**src/rtl/c5_fc_layer.sv**
```systemverilog
// c5_fc_layer: fully-connected stage fed by the pooled C3S4 feature map.
// One MAC lane walks IN_LEN inputs per neuron (one word per cycle), then
// shifts, saturates, adds bias, applies ReLU and writes one word per neuron.
module c5_fc_layer #(
  parameter int IN_LEN    = 400,
  parameter int OUT_LEN   = 120,
  parameter int FRAC_BITS = 8,
  parameter int RD_BASE   = 0,
  parameter int WR_BASE   = 0,
  parameter int ACC_W     = 48
) (
  input  logic        clk,
  input  logic        rst_n,
  input  logic        en,
  output logic        work_finished,
  output logic [31:0] rd_addr_out,
  input  logic [15:0] rd_data_in,
  output logic [31:0] w_addr_out,
  input  logic [15:0] w_data_in,
  output logic [15:0] bias_addr_out,
  input  logic [15:0] bias_data_in,
  output logic [31:0] wr_addr_out,
  output logic [15:0] wr_data_out,
  output logic        wr_out_en
);

  // Pipeline depth behind the issue stage: RAM read, then product register.
  localparam int STAGES = 1;

  localparam logic signed [ACC_W-1:0] SAT_HI = ACC_W'(32767);
  localparam logic signed [ACC_W-1:0] SAT_LO = -ACC_W'(32768);

  typedef enum logic [2:0] {
    S_IDLE,
    S_ISSUE,
    S_DRAIN,
    S_WRITE,
    S_FIN
  } state_t;

  state_t state_q, state_d;

  logic [15:0] i_q, n_q;
  logic [1:0]  dcnt_q;
  logic        last_i, last_n;
  logic        start_run, next_neuron, step_i, do_write, enter_fin, abort;

  logic [STAGES:0]          vld_pipe;
  logic signed [31:0]       prod_q;
  logic signed [ACC_W-1:0]  acc_q;
  logic signed [ACC_W-1:0]  sh;
  logic [15:0]              s1, s2, relu;
  logic [16:0]              s2w;

  assign last_i = (i_q == 16'(IN_LEN - 1));
  assign last_n = (n_q == 16'(OUT_LEN - 1));

  // State register.
  always_ff @(posedge clk or negedge rst_n) begin
    if (!rst_n) state_q <= S_IDLE;
    else        state_q <= state_d;
  end

  // Next state and the one-cycle control strobes that drive the datapath.
  always_comb begin
    state_d     = state_q;
    start_run   = 1'b0;
    next_neuron = 1'b0;
    step_i      = 1'b0;
    do_write    = 1'b0;
    enter_fin   = 1'b0;
    abort       = 1'b0;
    if (state_q != S_IDLE && !en) begin
      // Dropping en anywhere in a run discards everything in flight.
      abort   = 1'b1;
      state_d = S_IDLE;
    end else begin
      case (state_q)
        S_IDLE: begin
          if (en) begin
            start_run = 1'b1;
            state_d   = S_ISSUE;
          end
        end
        S_ISSUE: begin
          if (last_i) state_d = S_DRAIN;
          else        step_i  = 1'b1;
        end
        S_DRAIN: begin
          if (dcnt_q == 2'd2) begin
            do_write = 1'b1;
            state_d  = S_WRITE;
          end
        end
        S_WRITE: begin
          if (last_n) begin
            enter_fin = 1'b1;
            state_d   = S_FIN;
          end else begin
            next_neuron = 1'b1;
            state_d     = S_ISSUE;
          end
        end
        S_FIN:   state_d = S_IDLE;
        default: state_d = S_IDLE;
      endcase
    end
  end

  // Input/neuron counters and the registered read addresses derived from them.
  always_ff @(posedge clk or negedge rst_n) begin
    if (!rst_n) begin
      i_q           <= '0;
      n_q           <= '0;
      rd_addr_out   <= '0;
      w_addr_out    <= '0;
      bias_addr_out <= '0;
    end else if (start_run) begin
      i_q           <= '0;
      n_q           <= '0;
      rd_addr_out   <= 32'(RD_BASE);
      w_addr_out    <= '0;
      bias_addr_out <= '0;
    end else if (next_neuron) begin
      // Weight address simply keeps counting: neuron n+1 starts at (n+1)*IN_LEN.
      i_q           <= '0;
      n_q           <= n_q + 16'd1;
      rd_addr_out   <= 32'(RD_BASE);
      w_addr_out    <= w_addr_out + 32'd1;
      bias_addr_out <= n_q + 16'd1;
    end else if (step_i) begin
      i_q         <= i_q + 16'd1;
      rd_addr_out <= rd_addr_out + 32'd1;
      w_addr_out  <= w_addr_out + 32'd1;
    end
  end

  // Drain counter: three cycles to flush the read and product stages.
  always_ff @(posedge clk or negedge rst_n) begin
    if (!rst_n)                               dcnt_q <= '0;
    else if (state_q == S_DRAIN && !abort)    dcnt_q <= dcnt_q + 2'd1;
    else                                      dcnt_q <= '0;
  end

  // Valid shift register tracking issue -> data -> product.
  always_ff @(posedge clk or negedge rst_n) begin
    if (!rst_n)     vld_pipe <= '0;
    else if (abort) vld_pipe <= '0;
    else            vld_pipe <= {vld_pipe[STAGES-1:0], (state_q == S_ISSUE)};
  end

  // MAC: register the signed product, then accumulate; clear at neuron start.
  always_ff @(posedge clk or negedge rst_n) begin
    if (!rst_n) begin
      prod_q <= '0;
      acc_q  <= '0;
    end else begin
      if (vld_pipe[0])
        prod_q <= $signed(rd_data_in) * $signed(w_data_in);
      if (start_run || next_neuron)
        acc_q <= '0;
      else if (vld_pipe[1])
        acc_q <= acc_q + ACC_W'(prod_q);
    end
  end

  // Result path: rescale, clamp, add bias with clamp, then ReLU.
  always_comb begin
    sh = acc_q >>> FRAC_BITS;
    if (sh > SAT_HI)      s1 = 16'h7fff;
    else if (sh < SAT_LO) s1 = 16'h8000;
    else                  s1 = sh[15:0];
    s2w = {s1[15], s1} + {bias_data_in[15], bias_data_in};
    if (s2w[16] != s2w[15]) s2 = s2w[16] ? 16'h8000 : 16'h7fff;
    else                    s2 = s2w[15:0];
    relu = s2[15] ? 16'h0000 : s2;
  end

  // Output write port and completion pulse; data/addr hold between strobes.
  always_ff @(posedge clk or negedge rst_n) begin
    if (!rst_n) begin
      wr_data_out   <= '0;
      wr_addr_out   <= '0;
      wr_out_en     <= 1'b0;
      work_finished <= 1'b0;
    end else begin
      wr_out_en     <= do_write;
      work_finished <= enter_fin;
      if (do_write) begin
        wr_data_out <= relu;
        wr_addr_out <= 32'(WR_BASE) + {16'd0, n_q};
      end
    end
  end

endmodule

```
**config.mk**
```make
export PLATFORM = sky130hd
export DESIGN_NAME = c5_fc_layer
export DESIGN_NICKNAME = d
export VERILOG_FILES = /design/src/rtl/c5_fc_layer.sv
export SDC_FILE = /design/constraint.sdc
export NUM_CORES = 1
export LEC_CHECK = 0
export CAP_MARGIN = 15
export CELL_PAD_IN_SITES_DETAIL_PLACEMENT = 0
export CELL_PAD_IN_SITES_GLOBAL_PLACEMENT = 2
export CORE_ASPECT_RATIO = 1.75
export CORE_UTILIZATION = 42
export DETAILED_ROUTE_END_ITERATION = 7
export DONT_BUFFER_PORTS = 1
export GPL_ROUTABILITY_DRIVEN = 0
export PLACE_DENSITY = 0.94
export SETUP_SLACK_MARGIN = 0.5
export SKIP_CTS_REPAIR_TIMING = 1
export SYNTH_ARGS = -nofsm -noshare
export SYNTH_HDL_FRONTEND = slang
export SYNTH_SLANG_ARGS = --single-unit
export TNS_END_PERCENT = 100
```
**constraint.sdc**
```tcl
create_clock -name clk -period 4.6 [get_ports clk]
set_clock_uncertainty 0.05 [all_clocks]
set_input_delay 0.92 -clock clk [delete_from_list [all_inputs] [get_ports clk]]
set_output_delay 0.92 -clock clk [all_outputs]
set_load 0.1 [all_outputs]
```
Word level (Yosys, flattened, before mapping) --
Cells that the tools add are included.
Operators by class: add/sub/neg operators 7, multiply operators 1, mux-type cells 42, reduce and logical (&&, ||, !) cells 11, equality and inequality tests 10, order comparisons 2
Operators with widths (number):
- 32-bit two-way mux | 6
- 16-bit two-way mux | 9
- 48-bit two-way mux | 2
- 32-bit by 1-bit adder with 32-bit output, second input constant | 2
- 48-bit by 32-bit adder with 48-bit output | 1
- 40-bit by 16-bit > comparator with 1-bit output, second input constant | 1
- 40-bit by 16-bit < comparator with 1-bit output, second input constant | 1
- 16-bit by 1-bit adder with 16-bit output, second input constant | 2
- 16-bit by 16-bit multiplier with 32-bit output | 1
- 16-bit by 16-bit adder with 17-bit output | 1
- 16-bit by 7-bit == test with 1-bit output, second input constant | 1
- 16-bit by 9-bit == test with 1-bit output, second input constant | 1
- 1-bit two-way mux | 16
- 15-bit two-way mux | 1
- 3-bit two-way mux | 5
- 3-bit case mux with 4 select lines | 1
- 3-bit != test, second input constant | 3
- 3-bit by 2-bit == test with 1-bit output, second input constant | 2
- 3-bit nonzero test | 2
- 2-bit two-way mux | 2
- 2-bit nonzero test | 2
- 3-bit by 1-bit == test with 1-bit output, second input constant | 1
- 3-bit zero test | 1
- 3-bit AND reduction | 1
- 6 further kinds | 8
Word-level totals: output and inout bits 130, word-level logic and storage cells 86, flip-flop bits (word level) 217, bits of input ports 51

Longest topological paths before layout --
Gate-level depths: netlist of run 1.
word-level depth 7, gate-level depth with buffers 25

Worst setup path before layout of run 1 --
Ideal clock, no wire load.
path type in2reg, from input port rd_data_in[15], to register prod_q[31], cell stages on the path 24, library setup time 0.125 ns, arrival 6.640 ns, buffers on the path 2, path slack -2.214 ns, data required time 4.425 ns, path through clkbuf_1 -> and2_1 -> fa_1 -> inv_1 -> fa_1 -> inv_1 -> fa_1 -> fa_1 -> fa_1 -> inv_1 -> fa_1 -> inv_1 -> ha_1 -> clkbuf_1 -> a21oi_1 -> o21ai_0 -> o21a_1 -> o21ai_0 -> a31oi_1 -> o31ai_2 -> nand2_1 -> a31oi_1 -> xnor2_1 -> mux2_2
Between the ends: word-level cells in the longest chain between the ends 1
Ends and longest elaborated chain:
- start: declaration | RTL line 17 | input logic [15:0] rd_data_in,
- 16-bit by 16-bit multiplier with 32-bit output | RTL line 159 | prod_q <= $signed(rd_data_in) * $signed(w_data_in);
- end signal: assignment | RTL line 159
- end: declaration | RTL line 49 | logic signed [31:0] prod_q;
Every way passes these cells. A chain may end at the register's enable or synchronous reset.

Worst setup path in the final report of run 1 --
from input port w_data_in[6], to register prod_q[31]
Between the ends: word-level cells in the longest chain between the ends 1
Ends and longest elaborated chain:
- start: declaration | RTL line 19 | input logic [15:0] w_data_in,
- 16-bit by 16-bit multiplier with 32-bit output | RTL line 159
Every way passes these cells.

==> run summary, run 1 <==
kind of critical path: input pin to register
Max-slew headroom: 0.300
Final WS setup: -1.38 ns
grt ovf: 0
Max Freq: 167 MHz
port bufs: 0
I/O pin count: 181
syn avg cell area: 9.04 sq um
worst hold margin: 0.0417 ns
Synth Flop Type: dfrtp_1
Post-Syn Area: 0.0229 sq mm
most frequent cells in the layout: 319 x inv_1, 266 x nand2_1, 249 x fa_1, 231 x nor2_1, 215 x dfrtp_1
DRT iter0 DRCs: 627
H-tree Lvls: 1
synth top area cells: dfrtp_1 24%, fa_1 23%, ha_1 8.2%
critical path required time: 4.95 ns
Tmin final: 5.98 ns
setup slack, reg-to-reg: 0.38 ns
max-cap violations: 0
reg-to-reg startpoint: acc_q[25]
pre-CTS setup slack: -2.14 ns
pin count of the biggest net entering global routing: 217
post-synthesis sequential area ratio: 0.236
Yosys top cell by area: dfrtp_1
Final period util: 1.30
clk slew on worst S/H paths: 0.06 ns
Yosys top cell area share: 0.236
Async S/R FF share, synth: 1.00
Worst Reg2Reg Path Length in Cells: 17
EDFF count, synth: 0
startpoint types: input pin
Post-Route Setup TNS: -22.66 ns
commonest non-fill, non-tap cell in the layout: inv_1
clk sinks: 216
residual DRC count: 0
HP Class: input pin to async pin
Yosys reg bits: 216
Setup violations, final: 24
Skew-Pair Late Insertion Delay: 0.53 ns
CTS buffer count: 22
layout cell share with drive strength beyond 1: 0.179
clock buffer depth: 3
Max Slew Vio Count: 0
actual slew at the worst max-slew pin: 1.05 ns
routed via count: 17900
vias per cell: 5.28
Die Wd: 179 um
crit path DAT: 6.32 ns
number of global-route vias before repair: 19500
status: finished, violations left
1st-pass router iterations: 5
Final ANT Viol Nets: 0
die area: 0.0556 sq mm
Synth Warn #: 0
final hold violation count: 0
row cnt: 113
Avg WL per Cell: 17.5 um
Worst setup EP type: register
height of the die: 311 um
Max FO, Critical Path: 16
Nets: 3148
Clock Tree Root: clkbuf_16
Mapped Cells: 2539
Starting Density: 0.424
first-pass GRT wire length: 96800 um
synth unique cells: 87
Tot GR Track Use: 0.217
worst r2r dst: wr_data_out[7]
dpl hpwl: 46800 um
CTS tree: done
initial antenna violation count: 2
Core Area: 0.0542 sq mm
wirelength, routed: 59300 um
Area Growth Syn to Fin: 16.8%
failing checks: negative setup slack
RSZ-0062 raised after global routing: true
logic make-up after synthesis:
kind of cell             Yosys count  synth area share
AO/OA/AOI/OAI                    338            0.0977
XOR/XNOR                         168            0.0641
multiplexers                      50            0.0231
other                              1          0.000163
AND/OR/NAND/NOR                  901             0.189
buffers and inverters            451            0.0785
adder cells (fa/ha/maj)          414             0.312
flip-flops                       216             0.236
metal layers:
layer / share of wire / wire [um] / vias to the layer above / GRT usage
met5: 0.00057 / 34 / - / 0
met4: 0.033 / 1970 / 4 / 0.0799
met3: 0.054 / 3210 / 119 / 0.0431
met2: 0.57 / 33600 / 373 / 0.424
met1: 0.35 / 20500 / 8967 / 0.218
li1: - / - / 8419 / -
worst max-delay path: stages:
cell and delay (ns):
and2_1 0.15, fa_1 0.54, inv_1 0.05, fa_1 0.47, fa_2 0.53, inv_1 0.05
fa_1 0.49, fa_1 0.51, inv_1 0.06, fa_1 0.52, inv_2 0.05, ha_4 0.27
o211ai_1 0.10, buf_4 0.17, a2111oi_4 0.36, nand2_2 0.15, a31oi_4 0.27, o31ai_4 0.09
nand2_1 0.08, a31oi_1 0.09, xnor2_1 0.14, mux2_4 0.26
worst max-delay path by stage:
| stage | start | depth (start not counted) | to | slack, ns |
|---|---|---|---|---|
| 3_5_place_dp | w_data_in[15] | 22 | prod_q[31] | -2.14 |
| 5_1_grt | w_data_in[6] | 22 | prod_q[29] | -1.52 |
| 6_report | w_data_in[6] | 22 | prod_q[31] | -1.38 |
| 2_1_floorplan | rd_data_in[15] | 25 | prod_q[31] | -1.83 |
| 3_3_place_gp | w_data_in[6] | 22 | prod_q[31] | -2.13 |
| 4_1_cts | w_data_in[15] | 22 | prod_q[31] | -1.61 |
cells in the mapped netlist (all sizes together) (5+ instances only):
master and number:
mux2 23, or3 15, o21bai 16, nand2 278
nand2b 18, and2 138, nand4 43, a211oi 19
a211o 5, nand3b 5, nor2 256, dfrtp 216
inv 351, and3 28, nand3 49, mux2i 27
a21o 32, buf 32, nor3 21, xnor2 83
xor2 85, o211ai 10, o21a 14, nor4 12
and4 6, a21oi 95, or2 6, clkbuf 67
nor2b 16, a31oi 16, ha 150, fa 264
o21ai 85
cell type report:
class	instances	area, sq um
fill	5165	27300
multi-input combinational	1888	16700
sequential	216	5410
timing repair buffer	203	1660
inverter	352	1330
tap	690	863
clock buffer	28	614
clock inverter	11	191
antenna	1	2.50
sequential cells by signal, indices dropped and copies added (netlist names), 15 cells and up:
name	count
i_q	16
n_q	16
rd_addr_out	32
wr_addr_out	16
prod_q	32
acc_q	48
w_addr_out	32
wr_data_out	15
through the flow:
stage / area (sq um) / util / std cells
3_5_place_dp: 25200 / 0.466 / 3322
6_report: 26800 / 0.495 / 3389
2_1_floorplan: 23700 / - / 2555
3_3_place_gp: 25200 / 0.466 / 3322
5_1_grt: 26800 / 0.495 / 3388
4_1_cts: 26000 / 0.481 / 3361
Power of run 1 is left out: the tool's default activity adds up to more than one toggle a clock period on the data nets, which glitch-free logic cannot reach.
==> run 2, diff against run 1 <==
- GPL_TIMING_DRIVEN: not set -> 0
==> run 2 against run 1 <==
Compared with the run above: the flow still finishes with violations (negative setup slack); critical path depth fell by 1; sequential share of layout area rose by 0.30 points; register-to-register slack got worse by 0.11 ns; wire length rose by 5.9%; global-route usage rose by 1.4 points.
==> run summary, run 2 (synthesis results as in run 1) <==
layout cell share with drive strength beyond 1: 0.152 (-0.0269)
Worst setup EP type: register
crit-path cells: clkbuf_16 -> nand2_8 -> inv_2 -> fa_2 -> buf_4 -> fa_2 -> fa_1 -> fa_1 -> fa_1 -> inv_1 -> fa_1 -> inv_1 -> ha_1 -> a21o_1 -> o21ai_1 -> a31oi_4 -> o31ai_4 -> nand2_1 -> a31oi_1 -> xnor2_1 -> mux2_4
residual DRC count: 0 (unchanged)
reg-to-reg startpoint: acc_q[30]
Met1 Wirelength: 20700 um (+0.63%)
placed cell area: 0.0246 sq mm (-2.6%)
first-pass GRT wire length: 100000 um (+3.5%)
met2 routed WL: 35700 um (+6.4%)
Tmin final: 6.15 ns (+0.175 ns)
Clock Tree Root: clkbuf_16
worst r2r dst: wr_data_out[5]
Max FO, Critical Path: 8 (-8)
Die Wd: 179 um (unchanged)
Filler Cell Count: 5127 (-0.74%)
clock buffer depth: 3 (unchanged)
Worst path max stage delay: 0.62 ns (+0.08 ns)
Crit path max-delay family: adder cells
startpoint types: input pin
Final period util: 1.34 (+0.0380)
RSZ-0062 raised after global routing: true
clk slew on worst S/H paths: 0.07 ns (about the same)
CTS tree: done
Slowest cell on crit path: fa_2
Final WS setup: -1.55 ns (-0.175 ns)
pre-CTS setup slack: -2.57 ns (-0.428 ns)
Starting Density: 0.424 (unchanged)
H-tree Lvls: 1 (unchanged)
Core Area: 0.0542 sq mm (unchanged)
failing checks: negative setup slack
CTS buffer count: 21 (-4.5%)
Final Cell Area: 0.0264 sq mm (-1.4%)
commonest non-fill, non-tap cell in the layout: inv_1
Max Slew Vio Count: 0 (unchanged)
port bufs: 0 (unchanged)
cell mode on critical path: fa_1
setup slack, reg-to-reg: 0.27 ns (-0.11 ns)
Skew-Pair Late Insertion Delay: 0.54 ns (about the same)
critical path required time: 4.96 ns (about the same)
Avg WL per Cell: 18.8 um (+7.4%)
status: finished, violations left
uppermost layer routed: met4
most frequent cells in the layout: 320 x inv_1, 264 x nand2_1, 248 x fa_1, 233 x nor2_1, 212 x dfrtp_1
HP Class: input pin to async pin
dpl hpwl: 51000 um (+9.1%)
1st-pass router iterations: 5 (unchanged)
kind of critical path: input pin to register
Final ANT Viol Nets: 0 (unchanged)
Worst Reg2Reg Path Length in Cells: 18 (+1)
clk sinks: 216 (unchanged)
height of the die: 311 um (unchanged)
Max-slew headroom: 0.241 (-0.0589)
crit path DAT: 6.51 ns (+0.19 ns)
Nets: 3100 (-1.5%)
Storage cell area: 0.00541 sq mm (about the same)
grt ovf: 0 (unchanged)
area of the multi-input gates: 0.0168 sq mm (+0.36%)
Biggest register: acc_q
final hold violation count: 0 (unchanged)
Tot GR Track Use: 0.231 (+0.0140)
DRT iter0 DRCs: 531 (-15%)
I/O pin count: 181 (unchanged)
Setup violations, final: 22 (-8.3%)
initial antenna violation count: 0 (-2)
die area: 0.0556 sq mm (unchanged)
max-cap violations: 0 (unchanged)
Area Growth Syn to Fin: 15.2%
wirelength, routed: 62800 um (+5.9%)
met3 wire len: 3270 um (+1.9%)
routed via count: 17700 (-1.1%)
actual slew at the worst max-slew pin: 1.14 ns (+0.0884 ns)
Max Freq: 163 MHz (-2.8%)
max reg flops: 48 (unchanged)
vias per cell: 5.29 (+0.28%)
number of global-route vias before repair: 18900 (-2.8%)
row cnt: 113 (unchanged)
worst hold margin: 0.0193 ns (-0.0224 ns)
pin count of the biggest net entering global routing: 217 (unchanged)
CP bufs+invs: 5 (unchanged)
[run 2: worst reg2reg max path, cell delays in order (launching register included)]
cell	delay, ns
dfrtp_2	0.45
nor4_4	0.33
and4_4	0.29
a31oi_4	0.16
nor2_2	0.17
nor2_2	0.06
ha_2	0.19
fa_2	0.39
a21o_1	0.20
a21oi_2	0.20
o21ai_2	0.11
a31oi_4	0.23
nor2_2	0.06
or4b_4	0.49
and3_4	0.20
nor3_4	0.19
o41a_4	0.25
clkbuf_16	0.17
o21ai_2	0.05
[run 2: worst max-delay path by stage]
stage                        start  cells past startpoint          to  slack [ns]
detailed placement  rd_data_in[13]                     22  prod_q[31]       -2.57
global placement     w_data_in[14]                     22  prod_q[31]       -2.53
finish              rd_data_in[15]                     21  prod_q[31]       -1.55
CTS                 rd_data_in[13]                     22  prod_q[31]       -2.04
global route         w_data_in[15]                     20  prod_q[31]       -1.75
floorplan           rd_data_in[15]                     25  prod_q[31]       -1.83
[run 2: area by class of cell]
| cell class | instances | area share |
|---|---|---|
| clock buffers | 26 | 0.0217 |
| plain buffers | 99 | 0.0311 |
| well taps | 690 | 0.0327 |
| inverters | 352 | 0.0502 |
| diodes | 1 | 0.0000947 |
| multi-input cells | 1888 | 0.636 |
| clock inverters | 12 | 0.00568 |
| flip-flops and latches | 216 | 0.205 |
| repair buffers | 57 | 0.0181 |
[run 2: metal layers]
layer / global-route usage / vias up
li1: - / 8347
met1: 0.221 / 8811
met2: 0.450 / 381
met3: 0.0452 / 139
met4: 0.115 / 0
met5: 0 / -
[run 2: through the flow]
step	cells	util	setup TNS (ns)
floorplan	2555	-	-27.74
global placement	3245	0.454	-43.35
detailed placement	3245	0.454	-44.47
CTS	3283	0.467	-32.70
global route	3340	0.488	-25.56
finish	3341	0.488	-21.65
Power of run 2 is left out for the same reason.
